**config.mk**
```make
export PLATFORM = sky130hd
export DESIGN_NAME = spi_xfer_ctrl
export DESIGN_NICKNAME = d
export VERILOG_FILES = /design/src/rtl/spi_ctrl_pkg.sv /design/src/rtl/spi_xfer_ctrl.sv
export SDC_FILE = /design/constraint.sdc
export NUM_CORES = 1
export LEC_CHECK = 0
export CAP_MARGIN = 20
export CORE_MARGIN = 10
export CORE_UTILIZATION = 58
export DETAILED_ROUTE_END_ITERATION = 8
export DONT_BUFFER_PORTS = 1
export GPL_TIMING_DRIVEN = 0
export PLACE_DENSITY_LB_ADDON = 0.1
export SKIP_CTS_REPAIR_TIMING = 1
export SLEW_MARGIN = 20
export SYNTH_ARGS = -nofsm -noshare
export SYNTH_HDL_FRONTEND = slang
export SYNTH_SLANG_ARGS = --single-unit
```
**constraint.sdc**
```tcl
create_clock -name clk -period 2.2 [get_ports clk]
set_input_delay 0.55 -clock clk [delete_from_list [all_inputs] [get_ports clk]]
set_output_delay 0.55 -clock clk [all_outputs]
set_load 0.02 [all_outputs]
```
**src/rtl/spi_ctrl_pkg.sv**
```systemverilog
// Shared types and constants for the SPI transfer controller: FSM states,
// spi_if descriptor bit positions, cfg word layout and FIFO sizing.
package spi_ctrl_pkg;

   localparam int FIFO_DEPTH = 16;
   localparam int CNT_W      = 5;
   localparam int CFG_W      = 11;

   // Descriptor flags in the 11-bit spi_if data word
   localparam int DESC_START = 8;
   localparam int DESC_STOP  = 9;
   localparam int DESC_RX    = 10;

   // cfg command word fields
   localparam int CFG_CPHA      = 0;
   localparam int CFG_CPOL      = 1;
   localparam int CFG_LSB_FIRST = 2;
   localparam int CFG_BAUD_LSB  = 3;
   localparam int CFG_BAUD_MSB  = 10;

   localparam int DOUT_EMPTY = 8;

   typedef enum logic [3:0] {
      ST_IDLE,
      ST_CFG,
      ST_CFG_ACK,
      ST_TX_FETCH,
      ST_WR,
      ST_WR_ACK,
      ST_RD,
      ST_RD_ACK,
      ST_DONE
   } state_t;

   function automatic logic [CFG_W-1:0] wr_desc(input logic rx, input logic last,
                                                input logic first, input logic [7:0] data);
      logic [CFG_W-1:0] d;
      d              = {3'b000, data};
      d[DESC_RX]     = rx;
      d[DESC_STOP]   = last;
      d[DESC_START]  = first;
      return d;
   endfunction

   function automatic logic [CFG_W-1:0] make_cfg(input logic [7:0] baud, input logic lsb_first,
                                                 input logic cpol, input logic cpha);
      logic [CFG_W-1:0] c;
      c                              = '0;
      c[CFG_BAUD_MSB:CFG_BAUD_LSB]   = baud;
      c[CFG_LSB_FIRST]               = lsb_first;
      c[CFG_CPOL]                    = cpol;
      c[CFG_CPHA]                    = cpha;
      return c;
   endfunction

endpackage

```
**src/rtl/spi_xfer_ctrl.sv**
```systemverilog
// Sequences one SPI transfer through spi_if: optional cfg command, then the
// TX bytes as framed write descriptors, then optional reads of MISO bytes.
module spi_xfer_ctrl
   import spi_ctrl_pkg::*;
#(
   parameter int MAX_LEN = 16
) (
   input  logic             clk,
   input  logic             rst,
   input  logic             req_valid,
   output logic             req_ready,
   input  logic [CFG_W-1:0] req_cfg,
   input  logic [3:0]       req_len,
   input  logic             req_rx,
   input  logic             tx_valid,
   output logic             tx_ready,
   input  logic [7:0]       tx_data,
   output logic             rx_valid,
   input  logic             rx_ready,
   output logic [7:0]       rx_data,
   output logic             busy,
   output logic             done,
   output logic [CFG_W-1:0] if_din,
   output logic             if_cmd,
   output logic             if_wr,
   output logic             if_rd,
   input  logic [8:0]       if_dout,
   input  logic             if_ack
);

   localparam int               LEN_CAP = (MAX_LEN < FIFO_DEPTH) ? MAX_LEN : FIFO_DEPTH;
   localparam logic [CNT_W-1:0] CNT_MAX = CNT_W'(LEN_CAP);

   state_t           state, state_nxt;
   logic [CFG_W-1:0] cfg_q, last_cfg;
   logic             cfg_known;
   logic [3:0]       len_q;
   logic             rx_q;
   logic [7:0]       tx_byte;
   logic [CNT_W-1:0] wcount, rcount;
   logic [CNT_W-1:0] len_ext;

   assign len_ext = {1'b0, len_q};
   assign busy    = (state != ST_IDLE);
   assign done    = (state == ST_DONE);

   always_comb begin
      // NOTE: every output of this block gets a default first, so no path can infer a latch.
      state_nxt = state;
      req_ready = 1'b0;
      tx_ready  = 1'b0;
      if_cmd    = 1'b0;
      if_wr     = 1'b0;
      if_rd     = 1'b0;
      if_din    = '0;
      case (state)
         ST_IDLE: begin
            req_ready = 1'b1;
            if (req_valid)
               state_nxt = (cfg_known && req_cfg == last_cfg) ? ST_TX_FETCH : ST_CFG;
         end
         ST_CFG: begin
            if_cmd    = 1'b1;
            if_din    = cfg_q;
            state_nxt = ST_CFG_ACK;
         end
         ST_CFG_ACK: if (if_ack) state_nxt = ST_TX_FETCH;
         ST_TX_FETCH: begin
            tx_ready = 1'b1;
            if (tx_valid) state_nxt = ST_WR;
         end
         ST_WR: begin
            if_wr     = 1'b1;
            if_din    = wr_desc(rx_q, wcount == len_ext, wcount == '0, tx_byte);
            state_nxt = ST_WR_ACK;
         end
         ST_WR_ACK: begin
            // No ack means the write FIFO was full; resend the same descriptor
            if (!if_ack)              state_nxt = ST_WR;
            else if (wcount < len_ext) state_nxt = ST_TX_FETCH;
            else if (rx_q)             state_nxt = ST_RD;
            else                       state_nxt = ST_DONE;
         end
         ST_RD: begin
            if (!rx_valid || rx_ready) begin
               if_rd     = 1'b1;
               state_nxt = ST_RD_ACK;
            end
         end
         ST_RD_ACK: begin
            if (if_ack) state_nxt = (rcount == len_ext + 5'd1) ? ST_DONE : ST_RD;
         end
         ST_DONE:  state_nxt = ST_IDLE;
         default:  state_nxt = ST_IDLE;
      endcase
   end

   // NOTE: state uses non-blocking assignments so every register samples pre-edge values.
   always_ff @(posedge clk) begin
      if (rst) begin
         state     <= ST_IDLE;
         cfg_q     <= '0;
         last_cfg  <= '0;
         cfg_known <= 1'b0;
         len_q     <= '0;
         rx_q      <= 1'b0;
         tx_byte   <= '0;
         wcount    <= '0;
         rcount    <= '0;
         rx_valid  <= 1'b0;
         rx_data   <= '0;
      end else begin
         state <= state_nxt;

         if (state == ST_IDLE && req_valid) begin
            cfg_q  <= req_cfg;
            len_q  <= req_len;
            rx_q   <= req_rx;
            wcount <= '0;
            rcount <= '0;
         end

         if (state == ST_CFG_ACK && if_ack) begin
            cfg_known <= 1'b1;
            last_cfg  <= cfg_q;
         end

         if (tx_ready && tx_valid) tx_byte <= tx_data;

         if (state == ST_WR_ACK && if_ack && wcount != CNT_MAX) wcount <= wcount + 1'b1;

         // A reload in the same cycle as a consume must win, so it comes last
         if (rx_ready) rx_valid <= 1'b0;
         if (if_rd && !if_dout[DOUT_EMPTY]) begin
            rx_data  <= if_dout[7:0];
            rx_valid <= 1'b1;
            if (rcount != CNT_MAX) rcount <= rcount + 1'b1;
         end
      end
   end

endmodule

```
==> results of run 1 <==
-- registers in the layout, summed over array words and instances (netlist names) --
register / count
cfg_q: 11
last_cfg: 11
rx_data: 8
tx_byte: 8
rcount: 5
wcount: 5
len_q: 4
state: 4
cfg_known: 1
rx_q: 1
rx_valid: 1
-- per-layer routing --
layer / track usage / up-vias / wire length (um)
li1: - / 1235 / -
met2: 0.2796 / 123 / 3755
met4: 0.07963 / 0 / 104
met1: 0.2155 / 1197 / 3545
met3: 0.06749 / 10 / 784
met5: 0 / - / 0
-- metrics by stage --
step           hold slack, ps  instances
2_1_floorplan           425.9        339
3_3_place_gp            438.8        406
3_5_place_dp            440.8        406
4_1_cts                 340.8        421
5_1_grt                 331.4        431
6_report                345.1        431
-- worst paths after layout --
| kind | startpoint | end | slack [ps] | depth (start not counted) |
|---|---|---|---|---|
| setup / recovery | state[3] | if_din[2] | -150 | 4 |
| hold / removal | req_cfg[9] | cfg_q[9] | 350 | 2 |
| setup reg to reg | state[3] | len_q[1] | 160 | 8 |
| hold reg to reg | cfg_known | cfg_known | 450 | 2 |
-- cells by family after synthesis --
kind of cell    synth area share
xor+xnor                 0.06190
fa+ha+maj                0.03790
compound gates            0.1364
mux                      0.09768
buf+inv                  0.05010
simple gates              0.2185
flops                     0.3975
-- critical path: stages (launching register included) --
cell and delay (ps):
dfxtp_1 310, buf_6 130, nand2b_4 170, nor3_4 580
a22o_4 280
-- placed cells by master (no fill, tap or decap), types with 2 or more instances in the layout --
master	synthesis	routed
a21oi_1	28	28
buf_4	4	10
buf_2	2	3
a211oi_1	2	2
clkbuf_8	0	10
nor3_1	4	2
a32o_2	0	2
nor4_1	5	3
dfxtp_2	0	2
mux2i_1	29	29
nor3_4	0	2
xor2_1	3	3
inv_1	13	12
nor2_1	36	36
a41oi_1	2	2
nand2_1	47	46
a31oi_1	2	2
xnor2_1	18	18
nand3_1	9	9
a22o_4	0	9
nand4_1	3	3
buf_6	2	5
nor3_2	4	5
clkbuf_1	9	9
o21ai_0	7	7
nor4_4	2	3
or3_1	3	3
clkinv_2	0	3
ha_1	9	9
nor2b_1	3	2
or4_1	2	2
dfxtp_1	59	57
-- power by group --
group | internal [mW] | switching, mW | total (mW)
Clock | 0.428 | 0.402 | 0.829
Combinational | 0.166 | 0.267 | 0.433
Sequential | 1.11 | 0.0458 | 1.15
Total | 1.70 | 0.715 | 2.42
-- layout make-up --
class | count | area share
Buffer | 17 | 0.03678
Clock buffer | 12 | 0.04183
Clock inverter | 3 | 0.004327
Inverter | 14 | 0.01623
Multi-Input combinational cell | 250 | 0.5168
Sequential cell | 59 | 0.3411
Tap cell | 67 | 0.02416
Timing Repair Buffer | 9 | 0.01875
==> results.ini, run 1 <==
[detailed_routing]
wire_per_inst_um = 19.00
vias = 2565
dr.pass1.iters = 4
drt_iter0_drc = 194
ant_nets = 0
totalWireLength_um = 8188
avgViaCountPerCell = 5.951
post-route-drc-count = 0

[timing]
setup_slack_ps = -150.4
fin_crit_ps = 2350
final-hold-violation-count = 0
finalCritPeriodShare = 1.068
fmax_mhz = 425.5
rsz0062_at_grt = yes
setup_viol = 11
slew_violations = 0
slew_headroom = 0.5714
worst_clock_skew_ps = 6.547
tns_ps = -1089
tightest_slew_ps = 640.8

[flow_run]
cap_viol_max_count = 0

[finish]
seq_area_mm2 = 0.001184
fin_util = 0.7156
antenna_cells = 0
area_growth_pct = 16.76
drive_gt1_frac = 0.1786
nFillCells = 406
nNetsFinal = 408
stdcell_area_mm2 = 0.003470
multi_input_area_mm2 = 0.001793

[synth]
yosysSeqAreaShare = 0.3975
synth_cells = 339
ys_warn_count = 0
postSynth.asyncResetShare = 0
synth_flop_cell = dfxtp_1
synth.most_common_cell = dfxtp_1
synth_top_area_cell = dfxtp_1
ys_seq_elements = 59
synthesis.area_mm2 = 0.002972
synth_edf_count = 0
avgSynthCellArea_um2 = 8.766
syn_nets = 387
netlist_top_cells_area = dfxtp_1, mux2i_1, nand2_1, xnor2_1, a21oi_1
synth_top_area_share = 0.3975
synthTopCellsByCount = dfxtp_1, nand2_1, nor2_1
ys_types = 48

[power_and_ir_drop]
vdd.ir_drop.worst_mv = 0.6161
p_leak_nw = 1.405
power_per_cell_area_mw_per_mm2 = 696.4
total_power_mw = 2.416

[floorplan]
initial_core_util = 0.6129
fp.dieW_um = 91.58
top_level_ports = 66
die_area_mm2 = 0.008387
fp-row-count = 25
core-area_mm2 = 0.004848
fp.dieH_um = 91.58

[status]
violations = setup timing
status = finished with violations

[place]
pre_cts_slack_ps = -353.8
place_hpwl_um = 5623
port_buffers = 0
place_congestion = 0.9714
dpl-instance-area_mm2 = 0.003055

[worst_setup_path]
crit_path_max_fanout = 7
end_kind = primary output
cp_data_required_time_ps = 1650
arrival_ps = 1800
critPathLaunchType = flop
crit_type = flop to primary output

[grt]
grt_max_degree = 11
grt_pass1_vias = 2453
track_usage = 0.1797
grt_pass1_wl_um = 12250
grt_overflow_total = 0
antenna_found_initial = 0

[clocking]
cts_tree = yes
clock-sinks = 59
cts_max_level = 3
path_clk_slew_ps = 70
clk_latency_ps = 330
cts_buffers = 9
cts_root_buf = clkbuf_8
cts_buffer_depth = 2

[min_path]
hold_class = primary input to flop

(Power assumes the default switching activity.)
==> run 2, diff against run 1 <==
--- a/config.mk
+++ b/config.mk
@@ -11,7 +11,7 @@
 export DETAILED_ROUTE_END_ITERATION = 8
 export DONT_BUFFER_PORTS = 1
 export GPL_TIMING_DRIVEN = 0
-export PLACE_DENSITY_LB_ADDON = 0.1
+export PLACE_DENSITY = 0.74
 export SKIP_CTS_REPAIR_TIMING = 1
 export SLEW_MARGIN = 20
 export SYNTH_ARGS = -nofsm -noshare
==> run 2 against run 1 <==
Compared with the run above: the flow still finishes with violations (setup timing); critical path type unchanged; wire length up 1.2%; die area unchanged; first-iteration DRC count up 7.2%; sequential power hardly changed; largest cell class unchanged; non-clock buffer count unchanged; sequential share of layout area shrank 0.51 points; flip-flop and latch count stayed put.
==> results.ini, run 2 (same netlist as run 1, synthesis figures left out) <==
[worst_setup_path]
crit_type = flop to primary output
path_depth = 4  ; unchanged
critPathLaunchType = flop
end_kind = primary output
max_stage_delay_ps = 490  ; -90 ps
critPathSlowestCell = nor3_4
cp_cell_sequence = buf_6 > nand2b_4 > nor3_4 > a22o_4
arrival_ps = 1700  ; -100 ps
crit_family = simple AND/OR/NAND/NOR gates
cp_num_buf_inv = 1  ; unchanged
ff2ff_path_depth = 8  ; unchanged
cp_data_required_time_ps = 1650  ; about the same
crit_path_max_fanout = 7  ; unchanged

[timing]
tns_ps = -295.3  ; +793.8 ps
final-hold-violation-count = 0  ; unchanged
worst_clock_skew_ps = 6.503  ; -0.04385 ps
fmax_mhz = 443.5  ; +4.2%
setup_slack_ps = -54.75  ; +95.63 ps
rsz0062_at_grt = yes
setup_viol = 9  ; -2
finalCritPeriodShare = 1.025  ; -0.04347
fin_crit_ps = 2255  ; -95.63 ps
slew_violations = 0  ; unchanged
tightest_slew_ps = 916.7  ; +275.9 ps
slew_headroom = 0.3833  ; -0.1882

[finish]
area_growth_pct = 19.41
fin_util = 0.7319  ; +0.01626
nNetsFinal = 408  ; unchanged
layout_common_cells = dfxtp_1, nand2_1, nor2_1, mux2i_1, a21oi_1
antenna_cells = 0  ; unchanged
largestRegisters = cfg_q: 11 flops, last_cfg: 11 flops
layout_commonest_cell = dfxtp_1
stdcell_area_mm2 = 0.003548  ; +2.3%
drive_gt1_frac = 0.1846  ; +0.006002

[grt]
grt_pass1_vias = 2410  ; -1.8%
grt_overflow_total = 0  ; unchanged
antenna_found_initial = 0  ; unchanged
grt_pass1_wl_um = 12390  ; +1.2%
grt_max_degree = 11  ; unchanged
track_usage = 0.1823  ; +0.002641

[detailed_routing]
vias = 2611  ; +1.8%
post-route-drc-count = 0  ; unchanged
ant_nets = 0  ; unchanged
avgViaCountPerCell = 6.072  ; +2.0%
drt_iter0_drc = 208  ; +7.2%
dr.pass1.iters = 5  ; +1
totalWireLength_um = 8284  ; +1.2%
wire_per_inst_um = 19.27  ; +1.4%

[floorplan]
initial_core_util = 0.6129  ; unchanged
core-area_mm2 = 0.004848  ; unchanged
die_area_mm2 = 0.008387  ; unchanged
fp-row-count = 25  ; unchanged
top_level_ports = 66  ; unchanged
fp.dieW_um = 91.58  ; unchanged
fp.dieH_um = 91.58  ; unchanged

[power_and_ir_drop]
total_power_mw = 2.624  ; +8.6%
p_leak_nw = 1.436  ; +2.2%
power_per_cell_area_mw_per_mm2 = 739.5  ; +6.2%
vdd.ir_drop.worst_mv = 0.4741  ; -23%

[clocking]
clock-sinks = 59  ; unchanged
cts_buffers = 9  ; unchanged
cts_max_level = 3  ; unchanged
cts_tree = yes
path_clk_slew_ps = 70  ; about the same
cts_buffer_depth = 2  ; unchanged
cts_root_buf = clkbuf_8
clk_latency_ps = 330  ; about the same

[min_path]
holdPathStages = 2  ; unchanged
hold_class = primary input to flop

[place]
dpl-instance-area_mm2 = 0.003055  ; unchanged
port_buffers = 0  ; unchanged
place_hpwl_um = 5696  ; +1.3%
place_congestion = 0.9300  ; -4.3%

[flow_run]
cap_viol_max_count = 0  ; unchanged

[status]
violations = setup timing
status = finished with violations

## run 2: metal layers
metal	track usage	routed length, um	share of wire
met3	0.05432	730	0.088
met4	0.06789	182	0.022
met5	0	0	0
met1	0.2224	3438	0.42
met2	0.2950	3932	0.47
## run 2: final cells by class
cell class	instances	area (um2)
plain buffers	17	138.9
clock buffers	12	165.2
clock inverters	2	35.03
fillers	389	1300
inverters	14	56.30
multi-input cells	250	1793
flip-flops and latches	59	1192
well taps	67	83.83
repair buffers	9	83.83
## run 2: path summary, 6_finish.rpt
check	from	to	slack, ps
setup / recovery	state[3]	if_din[10]	-50
hold / removal	req_cfg[2]	cfg_q[2]	350
setup reg to reg	state[3]	rx_q	120
hold reg to reg	cfg_known	cfg_known	470
## run 2: power by group
| part | total (mW) | leakage, nW | internal [mW] | switching, mW |
|---|---|---|---|---|
| Combinational | 0.462 | 0.852 | 0.185 | 0.278 |
| Sequential | 1.15 | 0.480 | 1.11 | 0.0462 |
| Clock | 1.01 | 0.104 | 0.601 | 0.406 |
## run 2: stage by stage
step                cells  hold WS (ps)  worst slack [ps]
finish                430         350.0            -54.75
global route          430         353.4            -108.3
CTS                   420         348.4            -708.9
detailed placement    406         454.2            -355.7
global placement      406         438.8            -321.2
floorplan             339         425.9             70.09
